### config.mk
export PLATFORM = sky130hd
export DESIGN_NAME = vga_timing_gen
export DESIGN_NICKNAME = d
export VERILOG_FILES = /design/src/rtl/vga_timing_gen.sv
export SDC_FILE = /design/constraint.sdc
export NUM_CORES = 1
export LEC_CHECK = 0
export ABC_AREA = 1
export BUFFER_PORTS_ARGS = -buffer_cell sky130_fd_sc_hd__clkbuf_2
export CAP_MARGIN = 30
export CELL_PAD_IN_SITES_DETAIL_PLACEMENT = 1
export CELL_PAD_IN_SITES_GLOBAL_PLACEMENT = 2
export CORE_ASPECT_RATIO = 1.75
export CORE_MARGIN = 2
export CORE_UTILIZATION = 30
export DETAILED_ROUTE_END_ITERATION = 10
export PLACE_DENSITY_LB_ADDON = 0.1
export SLEW_MARGIN = 10
export SYNTH_ARGS = -nofsm -noshare
export SYNTH_HDL_FRONTEND = slang
export SYNTH_SLANG_ARGS = --single-unit
### constraint.sdc
create_clock -name vga_clk -period 2.55 [get_ports vga_clk]
set_clock_uncertainty 0.1 [all_clocks]
set_input_delay 0.3825 -clock vga_clk [delete_from_list [all_inputs] [get_ports vga_clk]]
set_output_delay 0.3825 -clock vga_clk [all_outputs]
set_load 0.005 [all_outputs]
### src/rtl/vga_timing_gen.sv
// 640x480@60 VGA raster timing: counters, syncs, blank and strobes.
// Every output is a flop so renderers see glitch-free timing.
module vga_timing_gen #(
  parameter int H_VISIBLE = 640,
  parameter int H_FP      = 16,
  parameter int H_SYNC    = 96,
  parameter int H_BP      = 48,
  parameter int V_VISIBLE = 480,
  parameter int V_FP      = 10,
  parameter int V_SYNC    = 2,
  parameter int V_BP      = 33
) (
  input  logic       vga_clk,
  input  logic       reset,
  output logic [9:0] DrawX,
  output logic [9:0] DrawY,
  output logic       hs,
  output logic       vs,
  output logic       blank,
  output logic       line_start,
  output logic       frame_start,
  output logic [7:0] frame_count
);

  localparam int H_TOTAL = H_VISIBLE + H_FP + H_SYNC + H_BP;
  localparam int V_TOTAL = V_VISIBLE + V_FP + V_SYNC + V_BP;

  localparam logic [9:0] X_MAX = 10'(H_TOTAL - 1);
  localparam logic [9:0] Y_MAX = 10'(V_TOTAL - 1);
  localparam logic [9:0] X_VIS = 10'(H_VISIBLE);
  localparam logic [9:0] Y_VIS = 10'(V_VISIBLE);
  localparam logic [9:0] HS_LO = 10'(H_VISIBLE + H_FP);
  localparam logic [9:0] HS_HI = 10'(H_VISIBLE + H_FP + H_SYNC);
  localparam logic [9:0] VS_LO = 10'(V_VISIBLE + V_FP);
  localparam logic [9:0] VS_HI = 10'(V_VISIBLE + V_FP + V_SYNC);

  logic [9:0] x_q, x_d;
  logic [9:0] y_q, y_d;
  logic       hs_q, hs_d;
  logic       vs_q, vs_d;
  logic       blank_q, blank_d;
  logic       ls_q, ls_d;
  logic       fs_q, fs_d;
  logic [7:0] fc_q, fc_d;

  // Flags decode the next position so they line up with the counters.
  always_comb begin
    x_d = x_q + 10'd1;
    y_d = y_q;
    if (x_q == X_MAX) begin
      x_d = '0;
      y_d = (y_q == Y_MAX) ? '0 : y_q + 10'd1;
    end
    hs_d    = !((x_d >= HS_LO) && (x_d < HS_HI));
    vs_d    = !((y_d >= VS_LO) && (y_d < VS_HI));
    blank_d = (x_d < X_VIS) && (y_d < Y_VIS);
    ls_d    = (x_d == '0);
    fs_d    = (x_d == '0) && (y_d == '0);
    fc_d    = fs_d ? fc_q + 8'd1 : fc_q;
  end

  always_ff @(posedge vga_clk or posedge reset) begin
    if (reset) begin
      x_q     <= X_MAX;
      y_q     <= Y_MAX;
      hs_q    <= 1'b1;
      vs_q    <= 1'b1;
      blank_q <= 1'b0;
      ls_q    <= 1'b0;
      fs_q    <= 1'b0;
      fc_q    <= '0;
    end else begin
      x_q     <= x_d;
      y_q     <= y_d;
      hs_q    <= hs_d;
      vs_q    <= vs_d;
      blank_q <= blank_d;
      ls_q    <= ls_d;
      fs_q    <= fs_d;
      fc_q    <= fc_d;
    end
  end

  assign DrawX       = x_q;
  assign DrawY       = y_q;
  assign hs          = hs_q;
  assign vs          = vs_q;
  assign blank       = blank_q;
  assign line_start  = ls_q;
  assign frame_start = fs_q;
  assign frame_count = fc_q;

endmodule
==> out/qor.tcl, run 1 <==
set qor(finalCritPeriodShare_pct) 91.1
set qor(antennaDiodeCount) 0
set qor(buffer_ports.inserted) 34
set qor(reg2reg_slack_ps) 230
set qor(std_cell_core_area_um2) 6910
set qor(tritoncts) {done}
set qor(finalNetCount) 329
set qor(worst_slew_pin_slew_ps) 439
set qor(powerDensity_nw_per_um2) 476
set qor(cts_sinks) 33
set qor(critical_path.cell_chain) {ha_1 -> nand2_4 -> nor2_8 -> inv_2 -> nor2_4 -> nor2_2 -> nor2_2 -> nand2_1 -> nor2_4 -> nand3_4 -> nand2_1 -> nand2_1}
set qor(synth_top_area_share_pct) 24.3
set qor(synth.lib_cells_used.distinct) 25
set qor(cts.path.max_buffers) 2
set qor(fp-row-count) 40
set qor(grt_pass1_vias) 2076
set qor(wl_met2_mm) 3.49
set qor(post_synth_inst_count) 279
set qor(fin_hold_ws_ps) 77.5
set qor(numCtsBuffers) 5
set qor(syn2layout_area_growth_pct) 22.2
set qor(largest_net_degree_at_the_start_of_global_routing) 34
set qor(drv_cap) 0
set qor(detailed_routing_iterations_pass_1) 4
set qor(cts-hold-fix-buffers) 0
set qor(most_frequent_standard_cell_in_the_layout_excluding_fill_and_tap_cells) {sky130_fd_sc_hd__nand2_1}
set qor(critPathBufInv) 1
set qor(timing.critical_path.arrival_ps) 2400
set qor(timing.final.hold_violations) 0
set qor(postLayoutSetupSlackWorst_ps) 227
set qor(drt_drc_violations_left) 0
set qor(clock_tree.htree_level_count) 2
set qor(total_wirelength_of_the_detailed_routed_design_mm) 6.21
set qor(timing.setup.tns_ps) 0
set qor(grt_first_pass_wirelength_mm) 10.3
set qor(highest_layer) {met4}
set qor(critical_path.max_fanout) 8
set qor(worst_r2r_endpoint) {frame_count[1]}
set qor(timing.critical_path.from_type) {flip-flop}
set qor(dpl.cell_count) 399
set qor(drv_slew) 0
set qor(antenna_found_initial) 0
set qor(die_w_um) 68.1
set qor(critPathCaptureType) {flip-flop}
set qor(slowest_stage) {sky130_fd_sc_hd__dfstp_2}
set qor(gp_routability_congestion) 0.761
set qor(multi_input_area_um2) 1170
set qor(final.fill_count) 890
set qor(kind_of_cell_with_the_highest_combined_delay_on_the_critical_path) {simple AND/OR/NAND/NOR gates}
set qor(slew-limit-headroom_pct) 70.7
set qor(report.final.setup_viol) 0
set qor(yosysWarnings) 0
set qor(power.total_uw) 1250
set qor(synth.net_count) 285
set qor(regToRegStartpoint) {DrawX[1]}
set qor(fmax_mhz) 430
set qor(synth-seq-cells) 33
set qor(setup_repair_after_global_routing_missed_its_margin) {false}
set qor(via_count) 1965
set qor(post_synth_main_area_contributors) {sky130_fd_sc_hd__dfrtp_1 (24%), sky130_fd_sc_hd__dfstp_2 (15%), sky130_fd_sc_hd__nand2_1 (15%)}
set qor(postSynthAreaPerCell_um2) 7.74
set qor(path_common_cell) {sky130_fd_sc_hd__nand2_1}
set qor(die-area_um2) 7920
set qor(wl_per_cell_um) 15.2
set qor(hpwl_mm) 4.95
set qor(path_class_of_the_lowest_slack_min_delay_path) {in2async}
set qor(critical_path.max_stage_delay_ps) 550
set qor(global_route.usage.total_pct) 18.0
set qor(layout_cells_sized_above_1_pct) 28.7
set qor(static-leakage-power_uw) 0.00141
set qor(yosys.area.top_type) {sky130_fd_sc_hd__dfrtp_1}
set qor(clk_root_buffer_cell) {sky130_fd_sc_hd__clkbuf_16}
set qor(1st_iter_drt_viols) 53
set qor(worst-r2r-cell-count) 12
set qor(synth_seq_area_share_pct) 39.0
set qor(antenna_left) 0
set qor(status) {completed}
set qor(netlist_area_before_placement_um2) 2160
set qor(place_ws_ps) 148
set qor(clk_pin_slew_ps) 50
set qor(final-seq-area_um2) 842
set qor(initial_core_util_pct) 31.3
set qor(vdd_drop_max_mv) 0.259
set qor(grt_remaining_overflow) 0
set qor(detailroute.wirelength.met3_um) 162
set qor(critical_path_required_ps) 2620
set qor(commonest_non_fill_non_tap_cells_in_the_layout) {sky130_fd_sc_hd__nand2_1 (84), sky130_fd_sc_hd__inv_1 (35), sky130_fd_sc_hd__clkbuf_2 (34)}
set qor(pin_count) 35
set qor(via_per_inst) 4.82
set qor(worst-setup-path-type) {reg2reg}
set qor(chipHeight_um) 116
set qor(finalNonFillerCells) 408
set qor(insertion_delay_ps) 280
set qor(wire_length_on_met1_mm) 2.35
set qor(period_minus_slack_ps) 2320
## power by group
group | switching [uW] | internal [uW]
Clock | 229 | 488
Sequential | 0 | 525
Combinational | 10.6 | 1.67
## repair_timing
action	in CTS	in global routing
endpoints found under the setup margin	0	8
buffers inserted	0	1
gates resized for setup	0	2
## registers in the layout, summed over array words and instances, names as in the netlist
register,flops
DrawX,10
DrawY,10
blank,1
frame_count,8
frame_start,1
hs,1
line_start,1
vs,1
## metrics by stage
stage               area [um^2]  utilization (%)
finish                     2640             38.2
global route               2640             38.2
detailed placement         2450             35.5
CTS                        2620             38.0
global placement           2450             35.5
floorplan                  2160                -
## cell usage after synthesis (all sizes together)
| cell | instances |
|---|---|
| ha | 4 |
| xor2 | 7 |
| dfrtp | 21 |
| nand4 | 19 |
| o21bai | 1 |
| nand3 | 27 |
| xnor2 | 3 |
| a21oi | 1 |
| clkbuf | 1 |
| nor3 | 3 |
| nor2 | 45 |
| nand2 | 91 |
| dfstp | 12 |
| inv | 40 |
| and3 | 1 |
| o21ai | 3 |
## how the worst max path moves through the flow
stage	startpoint	end	slack [ps]	cells past startpoint
final	DrawX[1]	frame_count[1]	230	12
after global routing	DrawX[1]	frame_count[3]	4	12
after CTS	DrawX[1]	frame_count[1]	140	12
after detailed placement	DrawX[1]	frame_count[1]	150	12
after global placement	DrawX[1]	frame_count[0]	180	12
after floorplan	DrawX[0]	frame_count[4]	460	12
## logic make-up after synthesis
family	after synthesis	share of synthesized area [%]
AOI/OAI and AO/OA	5	1.28
xor gates and xnor gates	10	4.06
adders and majority gates	4	2.32
buffers and inverters	41	7.19
DFF	33	39.0
and+or+nand+nor	186	46.2
## final cells by class
class	count	area share [%]
clock buffer	7	5.41
clock inverter	1	1.14
inverter	40	5.69
multi-input combinational	205	44.3
timing repair buffer	38	7.59
tap	84	3.98
sequential	33	31.9
## worst register-to-register path, cell delays in order, from the launching register on
cell and delay (ps):
sky130_fd_sc_hd__dfstp_2 550, sky130_fd_sc_hd__ha_1 240, sky130_fd_sc_hd__nand2_4 120, sky130_fd_sc_hd__nor2_8 190, sky130_fd_sc_hd__inv_2 70, sky130_fd_sc_hd__nor2_4 190, sky130_fd_sc_hd__nor2_2 70, sky130_fd_sc_hd__nor2_2 120
sky130_fd_sc_hd__nand2_1 110, sky130_fd_sc_hd__nor2_4 180, sky130_fd_sc_hd__nand3_4 140, sky130_fd_sc_hd__nand2_1 90, sky130_fd_sc_hd__nand2_1 50
## per-layer routing
metal / global-route usage (%) / vias to the layer above
li1: - / 978
met1: 19.1 / 950
met2: 33.0 / 26
met3: 2.70 / 11
met4: 9.07 / 0
met5: 0 / -
Note: power is estimated with default switching activity, not from simulation.
==> inputs of run 2 (changes only) <==
--- a/config.mk
+++ b/config.mk
@@ -15,6 +15,7 @@
 export CORE_UTILIZATION = 30
 export DETAILED_ROUTE_END_ITERATION = 10
 export PLACE_DENSITY_LB_ADDON = 0.1
+export RECOVER_POWER = 100
 export SLEW_MARGIN = 10
 export SYNTH_ARGS = -nofsm -noshare
 export SYNTH_HDL_FRONTEND = slang
==> out/qor.tcl, run 2 (synthesis gave the netlist of run 1 again) <==
set qor(min-delay-start) {frame_count[7]}
set qor(grt_first_pass_wirelength_mm) 10.3 ;# unchanged
set qor(critPathCaptureType) {flip-flop} ;# unchanged
set qor(syn2layout_area_growth_pct) 20.9 ;# was 22.2%
set qor(grt_pass1_vias) 2076 ;# unchanged
set qor(cts-hold-fix-buffers) 0 ;# unchanged
set qor(cts.path.max_buffers) 2 ;# unchanged
set qor(power.total_uw) 1250 ;# about the same
set qor(drv_slew) 34 ;# was 0
set qor(regToRegStartpoint) {DrawX[1]} ;# unchanged
set qor(period_minus_slack_ps) 2350 ;# was 2320 ps
set qor(timing.critical_path.arrival_ps) 2420 ;# was 2400 ps
set qor(layout_cells_sized_above_1_pct) 21.0 ;# was 28.7%
set qor(pin_count) 35 ;# unchanged
set qor(total_wirelength_of_the_detailed_routed_design_mm) 6.23 ;# was 6.21 mm
set qor(global_route.usage.total_pct) 18.0 ;# unchanged
set qor(antenna_found_initial) 0 ;# unchanged
set qor(clk_pin_slew_ps) 50 ;# about the same
set qor(buffer_ports.inserted) 34 ;# unchanged
set qor(std_cell_core_area_um2) 6910 ;# unchanged
set qor(critical_path.max_fanout) 8 ;# unchanged
set qor(critical_path_required_ps) 2620 ;# about the same
set qor(powerDensity_nw_per_um2) 480 ;# was 476 nW/um^2
set qor(timing.critical_path.from_type) {flip-flop} ;# unchanged
set qor(dpl.cell_count) 399 ;# unchanged
set qor(antennaDiodeCount) 0 ;# unchanged
set qor(reg2reg_slack_ps) 200 ;# was 230 ps
set qor(clk_root_buffer_cell) {sky130_fd_sc_hd__clkbuf_16} ;# unchanged
set qor(path_class_of_the_lowest_slack_min_delay_path) {reg2reg} ;# was in2async
set qor(setup_repair_after_global_routing_missed_its_margin) {false} ;# unchanged
set qor(violations) {max-capacitance violations, max-slew violations}
set qor(wl_per_cell_um) 15.3 ;# was 15.2 um
set qor(final-seq-area_um2) 842 ;# unchanged
set qor(final.fill_count) 886 ;# was 890
set qor(worst-setup-path-type) {reg2reg} ;# unchanged
set qor(cts_sinks) 33 ;# unchanged
set qor(finalNetCount) 329 ;# unchanged
set qor(fin_util_pct) 37.8 ;# was 38.2%
set qor(chipHeight_um) 116 ;# unchanged
set qor(commonest_non_fill_non_tap_cells_in_the_layout) {sky130_fd_sc_hd__nand2_1 (85), sky130_fd_sc_hd__inv_1 (36), sky130_fd_sc_hd__nor2_1 (29)} ;# was sky130_fd_sc_hd__nand2_1 (84), sky130_fd_sc_hd__inv_1 (35), sky130_fd_sc_hd__clkbuf_2 (34)
set qor(vdd_drop_max_mv) 0.259 ;# about the same
set qor(gp_routability_congestion) 0.761 ;# unchanged
set qor(1st_iter_drt_viols) 50 ;# was 53
set qor(multi_input_area_um2) 1160 ;# was 1170 um^2
set qor(fmax_mhz) 425 ;# was 430 MHz
set qor(grt_remaining_overflow) 0 ;# unchanged
set qor(numCtsBuffers) 5 ;# unchanged
set qor(worst_slew_pin_slew_ps) 1870 ;# was 439 ps
set qor(die-area_um2) 7920 ;# unchanged
set qor(slew-limit-headroom_pct) -24.4 ;# was 70.7%
set qor(via_count) 1954 ;# was 1965
set qor(antenna_left) 0 ;# unchanged
set qor(hold_end) {frame_count[7]}
set qor(timing.final.hold_violations) 0 ;# unchanged
set qor(worst_hold_path.num_cells) 2
set qor(hpwl_mm) 4.95 ;# unchanged
set qor(worst-r2r-cell-count) 12 ;# unchanged
set qor(fin_hold_ws_ps) 420 ;# was 77.5 ps
set qor(report.final.setup_viol) 0 ;# unchanged
set qor(initial_core_util_pct) 31.3 ;# unchanged
set qor(tritoncts) {done} ;# unchanged
set qor(most_frequent_standard_cell_in_the_layout_excluding_fill_and_tap_cells) {sky130_fd_sc_hd__nand2_1} ;# unchanged
set qor(insertion_delay_ps) 280 ;# about the same
set qor(finalNonFillerCells) 408 ;# unchanged
set qor(drt_drc_violations_left) 0 ;# unchanged
set qor(drv_cap) 1 ;# was 0
set qor(fp-row-count) 40 ;# unchanged
set qor(largest_net_degree_at_the_start_of_global_routing) 34 ;# unchanged
set qor(finalCritPeriodShare_pct) 92.2 ;# was 91.1%
set qor(worst_r2r_endpoint) {frame_count[1]} ;# unchanged
set qor(clock_tree.htree_level_count) 2 ;# unchanged
set qor(static-leakage-power_uw) 0.00136 ;# was 0.00141 uW
set qor(die_w_um) 68.1 ;# unchanged
set qor(detailed_routing_iterations_pass_1) 4 ;# unchanged
set qor(via_per_inst) 4.79 ;# was 4.82
set qor(timing.setup.tns_ps) 0 ;# unchanged
set qor(status) {complete, but fails checks} ;# was completed
-- run 2: changes by cell type in the layout (fill, tap and decap cells not counted), sizes merged --
| cell | before | now |
|---|---|---|
| clkbuf | 41 | 43 |
| buf | 4 | 2 |
-- run 2: timing repair --
action | in CTS | in global routing
setup endpoints to repair | 0 | 8
gates resized for setup | 0 | 2
buffers inserted | 0 | 1
-- run 2: layout make-up --
| cell class | count | area share, % |
|---|---|---|
| clock buffers | 7 | 5.47 |
| clock inverters | 1 | 1.15 |
| inverters | 40 | 5.76 |
| multi-input cells | 205 | 44.6 |
| flip-flops and latches | 33 | 32.3 |
| well taps | 84 | 4.03 |
| repair buffers | 38 | 6.76 |
-- run 2: per-stage QoR --
| stage | setup slack [ps] | instance area [um^2] |
|---|---|---|
| 5_1_grt | 4.18 | 2610 |
| 4_1_cts | 135 | 2620 |
| 2_1_floorplan | 461 | 2160 |
| 3_3_place_gp | 184 | 2450 |
| 6_report | 199 | 2610 |
| 3_5_place_dp | 148 | 2450 |
-- run 2: how the worst max path moves through the flow --
stage / startpoint / end / slack [ps] / depth (start not counted)
3_5_place_dp: DrawX[1] / frame_count[1] / 150 / 12
2_1_floorplan: DrawX[0] / frame_count[4] / 460 / 12
3_3_place_gp: DrawX[1] / frame_count[0] / 180 / 12
5_1_grt: DrawX[1] / frame_count[3] / 4 / 12
6_report: DrawX[1] / frame_count[1] / 200 / 12
4_1_cts: DrawX[1] / frame_count[1] / 140 / 12
-- run 2: metal layers --
| metal | wire length (um) | part of all wire, % | global-route usage (%) | vias to the layer above |
|---|---|---|---|---|
| met1 | 2350 | 38 | 19.1 | 938 |
| met3 | 171 | 2.7 | 2.70 | 11 |
| li1 | - | - | - | 977 |
| met2 | 3500 | 56 | 33.0 | 28 |
| met4 | 212 | 3.4 | 9.07 | 0 |
| met5 | 0 | 0 | 0 | - |
-- run 2: power breakdown --
group | internal [uW] | total [uW] | switching, uW | leakage, uW
sequential | 524 | 524 | 0 | 0.000405
clock | 488 | 716 | 228 | 0.0000841
combinational | 0.927 | 11.6 | 10.7 | 0.000874
total | 1010 | 1250 | 238 | 0.00136
-- run 2: critical path, stage by stage (launching register included) --
cell	delay (ps)
sky130_fd_sc_hd__dfstp_2	550
sky130_fd_sc_hd__ha_1	240
sky130_fd_sc_hd__nand2_4	120
sky130_fd_sc_hd__nor2_8	180
sky130_fd_sc_hd__inv_1	100
sky130_fd_sc_hd__nor2_4	200
sky130_fd_sc_hd__nor2_2	70
sky130_fd_sc_hd__nor2_2	120
sky130_fd_sc_hd__nand2_1	110
sky130_fd_sc_hd__nor2_4	180
sky130_fd_sc_hd__nand3_4	140
sky130_fd_sc_hd__nand2_1	90
sky130_fd_sc_hd__nand2_1	50
==> inputs of run 3 (changes only) <==
==> constraint.sdc (replaced) <==
create_clock -name vga_clk -period 2.55 [get_ports vga_clk]
set_clock_uncertainty 0.1 [all_clocks]
set_input_delay 0.3825 -clock vga_clk [delete_from_list [all_inputs] [get_ports vga_clk]]
set_output_delay 0.3825 -clock vga_clk [all_outputs]
set_load 0.01 [all_outputs]
==> out/qor.tcl, run 3 (synthesis gave the netlist of run 1 again) <==
set qor(status) {complete, but fails checks} ;# unchanged
set qor(violations) {max-capacitance violations, max-slew violations} ;# unchanged
set qor(worstSetupStartpoint) {DrawX[1]} ;# unchanged
set qor(numCtsBuffers) 5 ;# unchanged
set qor(gp_routability_congestion) 0.761 ;# unchanged
set qor(chipHeight_um) 116 ;# unchanged
set qor(cts.path.max_buffers) 2 ;# unchanged
set qor(period_minus_slack_ps) 2350 ;# about the same
set qor(setup_repair_after_global_routing_missed_its_margin) {false} ;# unchanged
set qor(fin_util_pct) 37.6 ;# was 37.8%
set qor(pin_count) 35 ;# unchanged
set qor(dpl.cell_count) 399 ;# unchanged
set qor(total_wirelength_of_the_detailed_routed_design_mm) 6.23 ;# about the same
set qor(final-seq-area_um2) 842 ;# unchanged
set qor(worst_slew_pin_slew_ps) 1860 ;# was 1870 ps
set qor(finalNetCount) 329 ;# unchanged
set qor(critical_path_required_ps) 2620 ;# about the same
set qor(fp-row-count) 40 ;# unchanged
set qor(clk_root_buffer_cell) {sky130_fd_sc_hd__clkbuf_16} ;# unchanged
set qor(drt_drc_violations_left) 0 ;# unchanged
set qor(global_route.usage.total_pct) 18.0 ;# unchanged
set qor(multi_input_area_um2) 1160 ;# unchanged
set qor(die_w_um) 68.1 ;# unchanged
set qor(insertion_delay_ps) 280 ;# about the same
set qor(timing.critical_path.from_type) {flip-flop} ;# unchanged
set qor(powerDensity_nw_per_um2) 482 ;# was 480 nW/um^2
set qor(timing.setup.tns_ps) 0 ;# unchanged
set qor(slew-limit-headroom_pct) -23.8 ;# was -24.4%
set qor(via_per_inst) 4.78 ;# was 4.79
set qor(via_count) 1951 ;# was 1954
set qor(antennaDiodeCount) 0 ;# unchanged
set qor(std_cell_core_area_um2) 6910 ;# unchanged
set qor(antenna_found_initial) 0 ;# unchanged
set qor(layout_cells_sized_above_1_pct) 18.2 ;# was 21.0%
set qor(clk_pin_slew_ps) 50 ;# about the same
set qor(vdd_drop_max_mv) 0.259 ;# about the same
set qor(drv_cap) 1 ;# unchanged
set qor(tritoncts) {done} ;# unchanged
set qor(grt_first_pass_wirelength_mm) 10.3 ;# unchanged
set qor(wl_per_cell_um) 15.3 ;# about the same
set qor(1st_iter_drt_viols) 53 ;# was 50
set qor(antenna_left) 0 ;# unchanged
set qor(highest_layer) {met4} ;# unchanged
set qor(worst-setup-path-type) {reg2reg} ;# unchanged
set qor(buffer_ports.inserted) 34 ;# unchanged
set qor(most_frequent_standard_cell_in_the_layout_excluding_fill_and_tap_cells) {sky130_fd_sc_hd__nand2_1} ;# unchanged
set qor(regToRegStartpoint) {DrawX[1]} ;# unchanged
set qor(critical_path.max_fanout) 8 ;# unchanged
set qor(static-leakage-power_uw) 0.00133 ;# was 0.00136 uW
set qor(grt_pass1_vias) 2076 ;# unchanged
set qor(wl_met2_mm) 3.50 ;# about the same
set qor(timing.final.hold_violations) 0 ;# unchanged
set qor(grt_remaining_overflow) 0 ;# unchanged
set qor(cts_sinks) 33 ;# unchanged
set qor(largest_net_degree_at_the_start_of_global_routing) 34 ;# unchanged
set qor(commonest_non_fill_non_tap_cells_in_the_layout) {sky130_fd_sc_hd__nand2_1 (85), sky130_fd_sc_hd__inv_1 (36), sky130_fd_sc_hd__nor2_1 (29)} ;# unchanged
set qor(initial_core_util_pct) 31.3 ;# unchanged
set qor(wire_length_on_met1_mm) 2.35 ;# unchanged
set qor(path_class_of_the_lowest_slack_min_delay_path) {reg2reg} ;# unchanged
set qor(drv_slew) 34 ;# unchanged
set qor(finalCritPeriodShare_pct) 92.2 ;# about the same
set qor(final.fill_count) 894 ;# was 886
set qor(detailroute.wirelength.met3_um) 168 ;# was 171 um
set qor(critPathCaptureType) {flip-flop} ;# unchanged
set qor(report.final.setup_viol) 0 ;# unchanged
set qor(fmax_mhz) 425 ;# about the same
set qor(clock_tree.htree_level_count) 2 ;# unchanged
set qor(syn2layout_area_growth_pct) 20.4 ;# was 20.9%
set qor(hpwl_mm) 4.95 ;# unchanged
set qor(timing.critical_path.arrival_ps) 2420 ;# about the same
set qor(die-area_um2) 7920 ;# unchanged
set qor(min-delay-start) {frame_count[7]} ;# unchanged
set qor(finalNonFillerCells) 408 ;# unchanged
set qor(detailed_routing_iterations_pass_1) 4 ;# unchanged
run 3: changes by cell type in the layout (fill, tap and decap cells not counted), sizes merged:
cell	before	now
clkbuf	43	42
buf	2	3
run 3: critical path: stages, from the launching register on:
cell                      delay, ps
sky130_fd_sc_hd__dfstp_2        550
sky130_fd_sc_hd__ha_1           240
sky130_fd_sc_hd__nand2_4        120
sky130_fd_sc_hd__nor2_8         180
sky130_fd_sc_hd__inv_1          100
sky130_fd_sc_hd__nor2_4         200
sky130_fd_sc_hd__nor2_2          70
sky130_fd_sc_hd__nor2_2         120
sky130_fd_sc_hd__nand2_1        110
sky130_fd_sc_hd__nor2_4         180
sky130_fd_sc_hd__nand3_4        140
sky130_fd_sc_hd__nand2_1         80
sky130_fd_sc_hd__nand2_1         50
run 3: final cells by class:
class	instances	area share, %
multi-input cells	205	44.7
repair buffers	38	6.40
clock inverters	1	1.16
inverters	40	5.78
flip-flops and latches	33	32.4
well taps	84	4.04
clock buffers	7	5.49
run 3: metrics by stage:
stage               hold WS [ps]  setup slack [ps]  power, uW  area, um^2
floorplan                    403               434        541        2160
global route                 463              4.50       1300        2600
CTS                         92.4               135       1280        2620
detailed placement           399               148        547        2450
finish                       419               199       1250        2600
global placement             387               184        547        2450
run 3: path summary, 6_finish.rpt:
check	endpoint	slack [ps]	depth (start not counted)
min in group asynchronous	frame_count[2]	640	3
hold / removal	frame_count[7]	420	2
setup reg to reg	frame_count[5]	200	12
setup / recovery	frame_count[5]	200	12
max in group asynchronous	DrawY[0]	510	3
hold reg to reg	frame_count[7]	420	2
run 3: what timing repair did:
action	CTS	global route
endpoints found under the hold margin	0	0
buffers inserted	0	1
resized for setup	0	2
endpoints found under the setup margin	0	8
hold buffers	0	0
run 3: report_power, final:
part	switching (uW)	internal (uW)
sequential	0	524
clock	228	488
combinational	10.6	0.928
total	238	1010
run 3: routing by layer:
metal | up-vias | GRT usage [%]
met3 | 11 | 2.70
met5 | - | 0
met1 | 936 | 19.1
li1 | 976 | -
met4 | 0 | 9.07
met2 | 28 | 33.0
